--- src/rtl/cmd_sequencer_if.sv ---
// Command channel between cmd_sequencer (master) and RemoteComm (slave):
// one-cycle send strobe plus command word out, sent/response handshake back.
interface cmd_sequencer_if;
  logic        snd_cmd;
  logic [15:0] cmd;
  logic        cmd_snt;
  logic        resp_rdy;
  logic [7:0]  resp;

  modport master (output snd_cmd, cmd, input cmd_snt, resp_rdy, resp);
  modport slave  (input snd_cmd, cmd, output cmd_snt, resp_rdy, resp);
endinterface

--- src/rtl/cmd_sequencer.sv ---
// Queues 16-bit Knight commands and plays them through RemoteComm one at a
// time, checking each response byte against a positive acknowledge.
module cmd_sequencer #(
  parameter int unsigned DEPTH    = 8,
  parameter int unsigned TMO_CLKS = 100_000_000,
  parameter logic [7:0]  POS_ACK  = 8'hA5
) (
  input  logic            clk,
  input  logic            rst_n,
  input  logic            wr_en,
  input  logic [15:0]     wr_cmd,
  output logic            full,
  output logic            empty,
  input  logic            start,
  input  logic            abort,
  output logic            busy,
  output logic            done,
  output logic            err,
  output logic [1:0]      err_code,
  output logic [7:0]      cmds_done,
  cmd_sequencer_if.master rc
);

  localparam int AW = $clog2(DEPTH);
  localparam int PW = AW + 1;
  localparam int TW = 27;
  localparam logic [TW-1:0] TMO_LIMIT = TW'(TMO_CLKS);

  localparam logic [1:0] NO_ERR    = 2'b00;
  localparam logic [1:0] ERR_NACK  = 2'b01;
  localparam logic [1:0] ERR_TMO   = 2'b10;
  localparam logic [1:0] ERR_ABORT = 2'b11;

  typedef enum logic [2:0] {
    S_IDLE,
    S_ISSUE,
    S_WAIT_SNT,
    S_WAIT_RESP,
    S_ERROR
  } state_t;

  state_t        state;
  logic [15:0]   mem [DEPTH];
  logic [PW-1:0] wr_ptr;
  logic [PW-1:0] rd_ptr;
  logic [TW-1:0] tmo_cnt;
  logic          snd_cmd_q;
  logic [15:0]   cmd_q;

  logic          push;
  logic          tmo_hit;
  logic          ack;
  logic          issue;
  logic [1:0]    fail_code;

  // Extra pointer MSB distinguishes full from empty when the index bits match.
  assign empty = (wr_ptr == rd_ptr);
  assign full  = (wr_ptr[AW] != rd_ptr[AW]) && (wr_ptr[AW-1:0] == rd_ptr[AW-1:0]);
  assign push  = wr_en && !full;

  assign tmo_hit = (tmo_cnt == TMO_LIMIT);
  assign ack     = rc.resp_rdy && (rc.resp == POS_ACK);

  assign rc.snd_cmd = snd_cmd_q;
  assign rc.cmd     = cmd_q;

  // NOTE: storage carries no reset; validity is defined by the pointers alone.
  always_ff @(posedge clk) begin
    if (push) mem[wr_ptr[AW-1:0]] <= wr_cmd;
  end

  // NOTE: sequential state uses non-blocking assignments so every register
  // samples the pre-edge values, independent of statement order.
  always_ff @(posedge clk or negedge rst_n) begin
    if (!rst_n) wr_ptr <= '0;
    else if (push) wr_ptr <= wr_ptr + PW'(1);
  end

  // Abort outranks every handshake; responses are only looked at in WAIT_RESP.
  always_comb begin
    // NOTE: defaults first so no path through this block infers a latch.
    fail_code = NO_ERR;
    issue     = 1'b0;
    unique case (state)
      S_IDLE:      issue = start && !empty;
      S_ISSUE:     if (abort) fail_code = ERR_ABORT;
      S_WAIT_SNT: begin
        if (abort)                        fail_code = ERR_ABORT;
        else if (!rc.cmd_snt && tmo_hit)  fail_code = ERR_TMO;
      end
      S_WAIT_RESP: begin
        if (abort)                        fail_code = ERR_ABORT;
        else if (rc.resp_rdy && !ack)     fail_code = ERR_NACK;
        else if (!rc.resp_rdy && tmo_hit) fail_code = ERR_TMO;
        else                              issue = ack && !empty;
      end
      default: ;
    endcase
  end

  always_ff @(posedge clk or negedge rst_n) begin
    if (!rst_n) begin
      state     <= S_IDLE;
      rd_ptr    <= '0;
      tmo_cnt   <= '0;
      snd_cmd_q <= 1'b0;
      cmd_q     <= '0;
      busy      <= 1'b0;
      done      <= 1'b0;
      err       <= 1'b0;
      err_code  <= NO_ERR;
      cmds_done <= '0;
    end else begin
      snd_cmd_q <= 1'b0;
      done      <= 1'b0;
      tmo_cnt   <= '0;
      if (fail_code != NO_ERR) begin
        state    <= S_ERROR;
        err      <= 1'b1;
        err_code <= fail_code;
      end else begin
        unique case (state)
          S_IDLE: begin
            if (start && empty) done <= 1'b1;
            if (issue) begin
              err       <= 1'b0;
              err_code  <= NO_ERR;
              cmds_done <= '0;
            end
          end
          S_ISSUE: state <= S_WAIT_SNT;
          S_WAIT_SNT: begin
            if (rc.cmd_snt) state <= S_WAIT_RESP;
            else            tmo_cnt <= tmo_cnt + TW'(1);
          end
          S_WAIT_RESP: begin
            if (ack) begin
              if (cmds_done != 8'hFF) cmds_done <= cmds_done + 8'd1;
              if (empty) begin
                state <= S_IDLE;
                busy  <= 1'b0;
                done  <= 1'b1;
              end
            end else begin
              tmo_cnt <= tmo_cnt + TW'(1);
            end
          end
          S_ERROR: begin
            rd_ptr <= wr_ptr;
            busy   <= 1'b0;
            state  <= S_IDLE;
          end
          default: state <= S_IDLE;
        endcase
        // Loading the head into the cmd register is the pop.
        if (issue) begin
          cmd_q     <= mem[rd_ptr[AW-1:0]];
          rd_ptr    <= rd_ptr + PW'(1);
          snd_cmd_q <= 1'b1;
          busy      <= 1'b1;
          state     <= S_ISSUE;
        end
      end
    end
  end

endmodule

--- src/flat_wrapper.sv ---
// flat-port wrapper written by rule: the top's interface ports become plain ports
module cmd_sequencer_flat 
#(
  parameter int unsigned DEPTH    = 8,
  parameter int unsigned TMO_CLKS = 100_000_000,
  parameter logic [7:0]  POS_ACK  = 8'hA5
)
  (clk, rst_n, wr_en, wr_cmd, full, empty, start, abort, busy, done, err, err_code, cmds_done, rc_snd_cmd, rc_cmd, rc_cmd_snt, rc_resp_rdy, rc_resp);
  cmd_sequencer_if rc_i ();
  input  logic clk;
  input  logic rst_n;
  input  logic wr_en;
  input  logic [15:0] wr_cmd;
  output logic full;
  output logic empty;
  input  logic start;
  input  logic abort;
  output logic busy;
  output logic done;
  output logic err;
  output logic [1:0] err_code;
  output logic [7:0] cmds_done;
  output wire logic [$bits(rc_i.snd_cmd)-1:0] rc_snd_cmd;
  output wire logic [$bits(rc_i.cmd)-1:0] rc_cmd;
  input wire logic [$bits(rc_i.cmd_snt)-1:0] rc_cmd_snt;
  input wire logic [$bits(rc_i.resp_rdy)-1:0] rc_resp_rdy;
  input wire logic [$bits(rc_i.resp)-1:0] rc_resp;
  assign rc_snd_cmd = rc_i.snd_cmd;
  assign rc_cmd = rc_i.cmd;
  assign rc_i.cmd_snt = rc_cmd_snt;
  assign rc_i.resp_rdy = rc_resp_rdy;
  assign rc_i.resp = rc_resp;
  cmd_sequencer #(.DEPTH(DEPTH), .TMO_CLKS(TMO_CLKS), .POS_ACK(POS_ACK)) u_core (.clk(clk), .rst_n(rst_n), .wr_en(wr_en), .wr_cmd(wr_cmd), .full(full), .empty(empty), .start(start), .abort(abort), .busy(busy), .done(done), .err(err), .err_code(err_code), .cmds_done(cmds_done), .rc(rc_i));
endmodule
--- config.mk ---
export PLATFORM = sky130hd
export DESIGN_NAME = cmd_sequencer_flat
export DESIGN_NICKNAME = d
export VERILOG_FILES = /design/src/rtl/cmd_sequencer_if.sv /design/src/rtl/cmd_sequencer.sv /design/src/flat_wrapper.sv
export SDC_FILE = /design/constraint.sdc
export NUM_CORES = 1
export LEC_CHECK = 0
export CORE_MARGIN = 1
export CORE_UTILIZATION = 45
export CTS_CLUSTER_SIZE = 24
export DETAILED_ROUTE_END_ITERATION = 8
export GPL_ROUTABILITY_DRIVEN = 0
export PLACE_DENSITY = 0.61
export REMOVE_ABC_BUFFERS = 1
export SLEW_MARGIN = 20
export SYNTH_ARGS = -nofsm -noshare
export SYNTH_HDL_FRONTEND = slang
export SYNTH_SLANG_ARGS = --single-unit
--- constraint.sdc ---
create_clock -name clk -period 7 [get_ports clk]
set_input_delay 1.75 -clock clk [delete_from_list [all_inputs] [get_ports clk]]
set_output_delay 1.75 -clock clk [all_outputs]
set_load 0.03 [all_outputs]
==> out/qor.yml, run 1 <==
fin_crit_sh: 0.6499
skew_ps: 7.216
p_seq_frac: 0.424
num_vias: 4647
worstPathMaxFanout: 37
avgRoutedWirePerCell_microns: 18.23
r2r_start: "u_core.rd_ptr[0]"
drt-total-wl_microns: 15540
max_slew_margin: 0.3413
syn2layout_area_growth_pct: 17.60
hold_slack_ps: 484.3
worst-path-stages: 5
synth-seq-cells: 196
diodes: 0
arrival_ps: 2800
cts_hold_buffers: 0
power_leakage_nw: 3.496
worstHoldStart: "u_core.rc.cmd[11]"
syn_area_sq_um: 8305
cts_resized: 0
hpwl_microns: 9382
grt_pass1_wl_microns: 24720
clock_power_share: 0.260
via_per_inst: 5.454
ant_nets: 0
fill_cells: 1477
die_h_microns: 137.9
switching_power_mw: 1.212
cp_num_buf_inv: 3
slew_viol_final: 0
drcViolationCount: 0
grt_overflow: 0
io_buffers: 62
fmax_mhz: 219.8
die_w_microns: 137.9
combinationalPowerShare: 0.317
synth_top_flop_cell: "edfxtp_1"
reg2reg_slack_ps: 4470
post_cts_buffers: 0
critPathKind: "reg -> out"
first_global_vias: 4727
coreArea_sq_um: 18020
grt_max_degree: 69
crit_path_top_delay_cell: "clkdlybuf4s50_1"
nNetsFinal: 647
switching_share: 0.3270
yosys_warnings: 0
cts_max_level: 4
antenna_found_initial: 0
mostFrequentLayoutCells: "edfxtp_1, dfrtp_1, clkdlybuf4s50_1"
layout-drive-gt1-share: 0.1734
synth_edf_count: 128
grt_setup_unrepaired: "false"
crit_family: "buffers and inverters"
drtIter0Drc: 233
worstPathRequired_ps: 5250
drv_cap: 0
powerDensity_nw_per_um2: 379.5
reg2reg_depth: 7
final_common_cell: "edfxtp_1"
first_pass_iters: 4
cts_tree: "done"
p_int_mw: 2.495
finalHoldViolCount: 0
clk_latency_ps: 420
avgSynthCellArea_sq_um: 15.41
worst_hold_path.endpoint: "u_core.rc.cmd[11]"
status: "finished clean"
dieArea_sq_um: 19000
worstMarginPinSlew_ps: 984.4
hold_class: "reg -> reg"
clk_pin_slew_ps: 70
numCtsBuffers: 17
cts_num_sinks: 196
crit_chain: "buf_4, xnor2_1, nand4_1, inv_1, clkdlybuf4s50_1"
critPathLaunch: "u_core.rd_ptr[0]"
startpoint_type: "flip-flop"
ys_types: 61
ir_drop_mv: 0.2778
finalCriticalPeriod_ps: 4550
initial_core_util: 0.4608
r2r_end: "u_core.mem[4][3]"
yosysSeqAreaShare: 0.6677
crit_path_end_kind: "output port"
synthCells: 539
cts-root-buf: "clkbuf_16"
async_reset_ff_frac: 0.3469
rows: 49
slowest_delay_ps: 710
cts_max_path_buffers: 2
setup-violations-final: 0
io_pins: 63
finalSetupTns_ps: 0
hold_depth: 2
grt_usage: 0.1777
cells in the mapped netlist (all sizes together) (5+ instances only):
cell type	count	area, sq um
a21oi	5	25.02
and3	5	31.28
buf	13	103.9
clkbuf	8	30.03
dfrtp	68	1702
edfxtp	128	3844
ha	5	62.56
inv	11	41.29
mux2i	16	160.2
mux4	32	720.7
nand2	45	168.9
nand3	17	85.08
nand4	17	106.4
nor2	51	331.6
nor3	7	35.03
o21ai	31	162.7
xnor2	11	96.34
xor2	21	183.9
sequential cells by signal, indices dropped and copies added, names as in the netlist:
register / count
u_core.rd_ptr: 4
u_core.err: 1
u_core.state: 3
u_core.done: 1
u_core.rc.cmd: 16
u_core.err_code: 2
u_core.wr_ptr: 4
u_core.cmds_done: 8
u_core.busy: 1
u_core.tmo_cnt: 27
u_core.mem: 128
u_core.rc.snd_cmd: 1
metrics by stage:
step	cell area, sq um	utilization	total power, mW	std cells	setup WS (ps)
after floorplan	8172	-	2.371	518	2969
after global placement	9183	0.5094	2.768	821	2884
after detailed placement	9183	0.5094	2.797	821	2843
after CTS	9767	0.5419	3.763	852	2375
after global routing	9767	0.5419	3.909	852	2213
final	9767	0.5419	3.707	852	2450
cell families after synthesis:
| family | Yosys count | synth area share |
|---|---|---|
| compound gates | 54 | 0.04007 |
| xor+xnor | 32 | 0.03375 |
| fa+ha+maj | 5 | 0.007532 |
| buf+inv | 32 | 0.02109 |
| flops | 196 | 0.6677 |
| mux | 49 | 0.1074 |
| simple gates | 171 | 0.1225 |
worst max-delay path by stage:
stage	endpoint	slack [ps]
6_report	empty	2450
3_5_place_dp	empty	2840
3_3_place_gp	empty	2880
4_1_cts	empty	2370
2_1_floorplan	empty	2970
5_1_grt	empty	2210
per-layer routing:
layer,track usage,share of wire,vias up
met5,0,0,-
met4,0.05495,0.011,0
met3,0.04313,0.042,12
met2,0.3008,0.51,82
met1,0.2254,0.44,2375
li1,-,-,2178
power groups by stage:
stage	Combinational (mW)	Clock, mW	Sequential [mW]
after floorplan	0.593	0	1.78
after global placement	1.18	0	1.59
after detailed placement	1.20	0	1.60
after CTS	1.20	0.988	1.57
after global routing	1.29	1.03	1.59
final	1.17	0.962	1.57
final cells by class:
class                           instances  area (sq um)  area share
Sequential cell                       196          5547      0.5679
Multi-Input combinational cell        311          2603      0.2665
Timing Repair Buffer                   74         705.7     0.07225
Clock inverter                         13         155.1     0.01589
Inverter                               11         41.29    0.004228
Clock buffer                           18         429.2     0.04394
Tap cell                              229         286.5     0.02934
tightest hold or removal path: stages, from the launching register on:
cell,delay (ps)
dfrtp_1,350
nand2_1,50
o21ai_0,60
Note: power is estimated with default switching activity, not from simulation.
==> run 2, diff against run 1 <==
--- a/config.mk
+++ b/config.mk
@@ -10,7 +10,7 @@
 export CTS_CLUSTER_SIZE = 24
 export DETAILED_ROUTE_END_ITERATION = 8
 export GPL_ROUTABILITY_DRIVEN = 0
-export PLACE_DENSITY = 0.61
+export PLACE_DENSITY = 0.63
 export REMOVE_ABC_BUFFERS = 1
 export SLEW_MARGIN = 20
 export SYNTH_ARGS = -nofsm -noshare
==> constraint.sdc (replaced) <==
create_clock -name clk -period 3.65 [get_ports clk]
set_input_delay 0.9125 -clock clk [delete_from_list [all_inputs] [get_ports clk]]
set_output_delay 0.9125 -clock clk [all_outputs]
set_load 0.03 [all_outputs]
==> run 2 against run 1 <==
  * Count of clock-buffer cells in the layout up 2
  * First-iteration DRC count grew 21%
  * Sequential power grew 92%
==> out/qor.yml, run 2 (synthesis gave the netlist of run 1 again) <==
rows: 49  # unchanged
mostFrequentLayoutCells: "edfxtp_1, dfrtp_1, clkdlybuf4s50_1"
cp_num_buf_inv: 2  # -1
hold_slack_ps: 480.3  # -3.972 ps
post_cts_buffers: 0  # unchanged
via_per_inst: 5.474  # +0.36%
p_seq_frac: 0.420  # -0.004
final_common_cell: "edfxtp_1"
max_slew_margin: 0.4302  # +0.08893
finalCriticalPeriod_ps: 3374
syn2layout_area_growth_pct: 18.35
cts-root-buf: "clkbuf_16"
slowest_delay_ps: 700  # about the same
antenna_found_initial: 0  # unchanged
setup-violations-final: 0  # unchanged
cts_resized: 0  # unchanged
power_leakage_nw: 3.545  # +1.4%
ir_drop_mv: 0.4124  # +48%
status: "finished clean"
die_w_microns: 137.9  # unchanged
crit_chain: "xnor2_1, nand4_1, inv_1, clkdlybuf4s50_1"
clock_power_share: 0.258  # -0.002
cts_num_sinks: 196  # unchanged
drtIter0Drc: 282  # +21%
num_vias: 4702  # +1.2%
first_pass_iters: 5  # +1
grt_setup_unrepaired: "false"
largest_reg_flops: 128  # unchanged
switching_share: 0.3366  # +0.009608
io_pins: 63  # unchanged
hpwl_microns: 10020  # +6.8%
fill_cells: 1467  # -0.68%
crit_family: "buffers and inverters"
switching_power_mw: 2.417  # +99%
powerDensity_nw_per_um2: 730.3  # +92%
ant_nets: 0  # unchanged
dieArea_sq_um: 19000  # unchanged
avgRoutedWirePerCell_microns: 18.81  # +3.1%
cts_hold_buffers: 0  # unchanged
fin_crit_sh: 0.9244
slew_viol_final: 0  # unchanged
numCtsBuffers: 17  # unchanged
cts_tree: "done"
drcViolationCount: 0  # unchanged
placed_area_sq_um: 9240  # +0.63%
cts_max_path_buffers: 2  # unchanged
critPathKind: "reg -> out"
clk_latency_ps: 430  # about the same
nNetsFinal: 653  # +0.93%
die_h_microns: 137.9  # unchanged
p_int_mw: 4.762  # +91%
layout-drive-gt1-share: 0.1857  # +0.01236
drt-total-wl_microns: 16150  # +4.0%
grt_overflow: 0  # unchanged
first_global_vias: 4809  # +1.7%
initial_core_util: 0.4608  # unchanged
fmax_mhz: 296.4
power_mw: 7.179  # +94%
crit_path_end_kind: "output port"
io_buffers: 62  # unchanged
grt_pass1_wl_microns: 26040  # +5.3%
worstPathRequired_ps: 2740  # -2510 ps
arrival_ps: 2460  # -340 ps
cts_max_level: 4  # unchanged
combinationalPowerShare: 0.322  # +0.005
fin_area_sq_um: 9829  # +0.64%
finalHoldViolCount: 0  # unchanged
coreArea_sq_um: 18020  # unchanged
grt_max_degree: 38  # -45%
hold_class: "reg -> reg"
skew_ps: 11.17  # +3.956 ps
drv_cap: 0  # unchanged
clk_pin_slew_ps: 70  # about the same
diodes: 0  # unchanged
crit_path_top_delay_cell: "clkdlybuf4s50_1"
grt_usage: 0.1878  # +0.01007
startpoint_type: "flip-flop"
worstPathMaxFanout: 9  # -76%
worstMarginPinSlew_ps: 854.7  # -129.7 ps
==> run 2: cell types whose count changed in the layout (fill, tap and decap cells not counted), sizes merged <==
cell and delta:
buf +6, clkbuf +2, clkinvlp -2, clkinv -4, bufinv -2, inv +7
==> run 2: tightest hold or removal path, delay by kind of cell (launching register included) <==
family	cells	cell delay [ps]
flops	1	340
compound gates	1	60
simple gates	1	40
==> run 2: worst paths after layout <==
| path | end | slack (ps) | startpoint | cells after the start |
|---|---|---|---|---|
| hold reg to reg | u_core.rc.cmd[10] | 480 | u_core.rc.cmd[10] | 2 |
| setup / recovery | empty | 280 | u_core.wr_ptr[1] | 4 |
| hold / removal | u_core.rc.cmd[10] | 480 | u_core.rc.cmd[10] | 2 |
| max in group asynchronous | u_core.err_code[1] | 2270 | rst_n | 2 |
| setup reg to reg | u_core.tmo_cnt[24] | 1210 | u_core.tmo_cnt[0] | 8 |
| min in group asynchronous | u_core.cmds_done[6] | 590 | rst_n | 1 |
==> run 2: layout make-up <==
| class | count | area [sq um] | share of cell area |
|---|---|---|---|
| Sequential cell | 196 | 5547 | 0.5643 |
| Timing Repair Buffer | 80 | 763.2 | 0.07765 |
| Multi-Input combinational cell | 311 | 2603 | 0.2648 |
| Clock buffer | 20 | 466.7 | 0.04748 |
| Inverter | 11 | 41.29 | 0.004201 |
| Tap cell | 229 | 286.5 | 0.02915 |
| Clock inverter | 12 | 122.6 | 0.01247 |
==> run 2: power by group through the flow <==
stage          logic, mW  registers (mW)  clock network [mW]
2_1_floorplan       1.14            3.41                   0
3_3_place_gp        2.32            3.04                   0
3_5_place_dp        2.34            3.07                   0
4_1_cts             2.36            3.02                1.89
5_1_grt             2.53            3.06                1.96
6_report            2.31            3.02                1.85
==> run 2: through the flow <==
step	std cells	utilization	TNS, ps	setup WS (ps)
global route	859	0.5453	0	93.14
finish	859	0.5453	0	276.1
detailed placement	827	0.5126	0	534.5
global placement	827	0.5126	0	585.8
floorplan	518	-	-4016	-251.0
CTS	859	0.5453	0	264.1
==> run 2: per-layer routing <==
metal	vias to the layer above	GRT usage	part of all wire
met5	-	0	0
li1	2195	-	-
met1	2387	0.2500	0.45
met2	105	0.3067	0.50
met4	0	0.05374	0.012
met3	15	0.04569	0.040
==> run 3, diff against run 2 <==
--- a/config.mk
+++ b/config.mk
@@ -11,6 +11,7 @@
 export DETAILED_ROUTE_END_ITERATION = 8
 export GPL_ROUTABILITY_DRIVEN = 0
 export PLACE_DENSITY = 0.63
+export RECOVER_POWER = 50
 export REMOVE_ABC_BUFFERS = 1
 export SLEW_MARGIN = 20
 export SYNTH_ARGS = -nofsm -noshare
==> run 3 against run 2 <==
  * The run now ends with max-capacitance violations, max-slew violations left
  * Final cell count up 0.23%
  * Largest power group unchanged
  * Critical path type unchanged
  * Critical path depth unchanged
  * Worst setup slack worse by 1.8 ps
==> out/qor.yml, run 3 (synthesis gave the netlist of run 1 again) <==
status: "complete, but fails checks"
violations: "max-capacitance violations, max-slew violations"
hpwl_microns: 10020  # unchanged
drt-total-wl_microns: 16120  # -0.20%
io_buffers: 62  # unchanged
hold_slack_ps: 480.4  # +0.01300 ps
antenna_found_initial: 2  # +2
setup_slack_ps: 274.2  # -1.824 ps
crit_path_end_kind: "output port"
power_leakage_nw: 3.531  # -0.39%
grt_max_degree: 38  # unchanged
post-place-ws_ps: 534.5  # unchanged
drtIter0Drc: 258  # -8.5%
coreArea_sq_um: 18020  # unchanged
cts_tree: "done"
dieArea_sq_um: 19000  # unchanged
setup-violations-final: 0  # unchanged
avgRoutedWirePerCell_microns: 18.72  # -0.44%
ant_nets: 0  # unchanged
hold_depth: 2  # unchanged
drcViolationCount: 0  # unchanged
worstPathMaxFanout: 9  # unchanged
worstMarginPinSlew_ps: 2044  # +1189 ps
mostFrequentLayoutCells: "edfxtp_1, dfrtp_1, nand2_1"
grt_overflow: 0  # unchanged
final_common_cell: "edfxtp_1"
largest_reg_flops: 128  # unchanged
cts_resized: 0  # unchanged
numCtsBuffers: 17  # unchanged
via_per_inst: 5.487  # +0.23%
fmax_mhz: 296.2  # about the same
crit_path_end: "empty"
grt_pass1_wl_microns: 26040  # unchanged
clk_pin_slew_ps: 70  # about the same
worstPathRequired_ps: 2740  # about the same
powerDensity_nw_per_um2: 730.3  # about the same
ir_drop_mv: 0.4122  # about the same
max_slew_margin: -0.3627  # -0.7929
hold_class: "reg -> reg"
cts_hold_buffers: 0  # unchanged
startpoint_type: "flip-flop"
nNetsFinal: 653  # unchanged
critPathLaunch: "u_core.wr_ptr[1]"
worstHoldStart: "u_core.rc.cmd[10]"
r2r_start: "u_core.tmo_cnt[0]"
fin_crit_sh: 0.9249  # about the same
cts_num_sinks: 196  # unchanged
syn2layout_area_growth_pct: 18.21
skew_ps: 8.725  # -2.447 ps
cts-root-buf: "clkbuf_16"
r2r_end: "u_core.tmo_cnt[24]"
num_vias: 4724  # +0.47%
cts_max_path_buffers: 2  # unchanged
grt_setup_unrepaired: "false"
grt_usage: 0.1878  # unchanged
clk_latency_ps: 430  # about the same
post_cts_buffers: 0  # unchanged
io_pins: 63  # unchanged
die_h_microns: 137.9  # unchanged
reg2reg_depth: 8  # unchanged
cts_max_level: 4  # unchanged
finalCriticalPeriod_ps: 3376  # +1.824 ps
slew_viol_final: 38  # +38
rows: 49  # unchanged
die_w_microns: 137.9  # unchanged
finalHoldViolCount: 0  # unchanged
layout-drive-gt1-share: 0.1778  # -0.007937
initial_core_util: 0.4608  # unchanged
critPathKind: "reg -> out"
finalSetupTns_ps: 0  # unchanged
reg2reg_slack_ps: 1200  # about the same
first_global_vias: 4809  # unchanged
arrival_ps: 2460  # about the same
first_pass_iters: 4  # -1
drv_cap: 1  # +1
-- run 3: worst min-delay path by stage --
stage,to,slack [ps]
after global placement,u_core.rc.cmd[1],460
after floorplan,u_core.tmo_cnt[0],480
final,u_core.rc.cmd[10],480
after detailed placement,u_core.rc.cmd[10],470
after global routing,u_core.rc.cmd[14],510
after CTS,u_core.rc.cmd[10],490
-- run 3: power breakdown --
part	total [mW]	leakage (nW)	switching [mW]	internal, mW
Sequential	3.02	2.05	0.215	2.80
Combinational	2.30	1.18	1.32	0.984
Clock	1.85	0.293	0.881	0.970
-- run 3: layer usage --
metal,vias up,global-route usage,wire length [microns]
met4,0,0.05374,219
met2,108,0.3067,7956
met5,-,0,0
li1,2201,-,-
met3,16,0.04569,721
met1,2399,0.2500,7224
-- run 3: worst max-delay path: stages, from the launching register on --
cell and delay, ps:
dfrtp_1 490, xnor2_1 320, nand4_1 310, inv_1 210, clkdlybuf4s50_1 700
-- run 3: final cells by class --
| class | instances | area [sq um] |
|---|---|---|
| Timing Repair Buffer | 80 | 747.0 |
| Clock buffer | 20 | 466.7 |
| Fill cell | 1472 | 8207 |
| Inverter | 11 | 41.29 |
| Sequential cell | 196 | 5547 |
| Antenna cell | 2 | 5.005 |
| Tap cell | 229 | 286.5 |
| Multi-Input combinational cell | 311 | 2603 |
| Clock inverter | 12 | 122.6 |
-- run 3: metrics by stage --
stage	util	cells	power, mW	instance area [sq um]
2_1_floorplan	-	518	4.548	8172
3_3_place_gp	0.5126	827	5.363	9240
3_5_place_dp	0.5126	827	5.406	9240
4_1_cts	0.5453	859	7.269	9829
5_1_grt	0.5447	861	7.546	9818
6_report	0.5447	861	7.170	9818
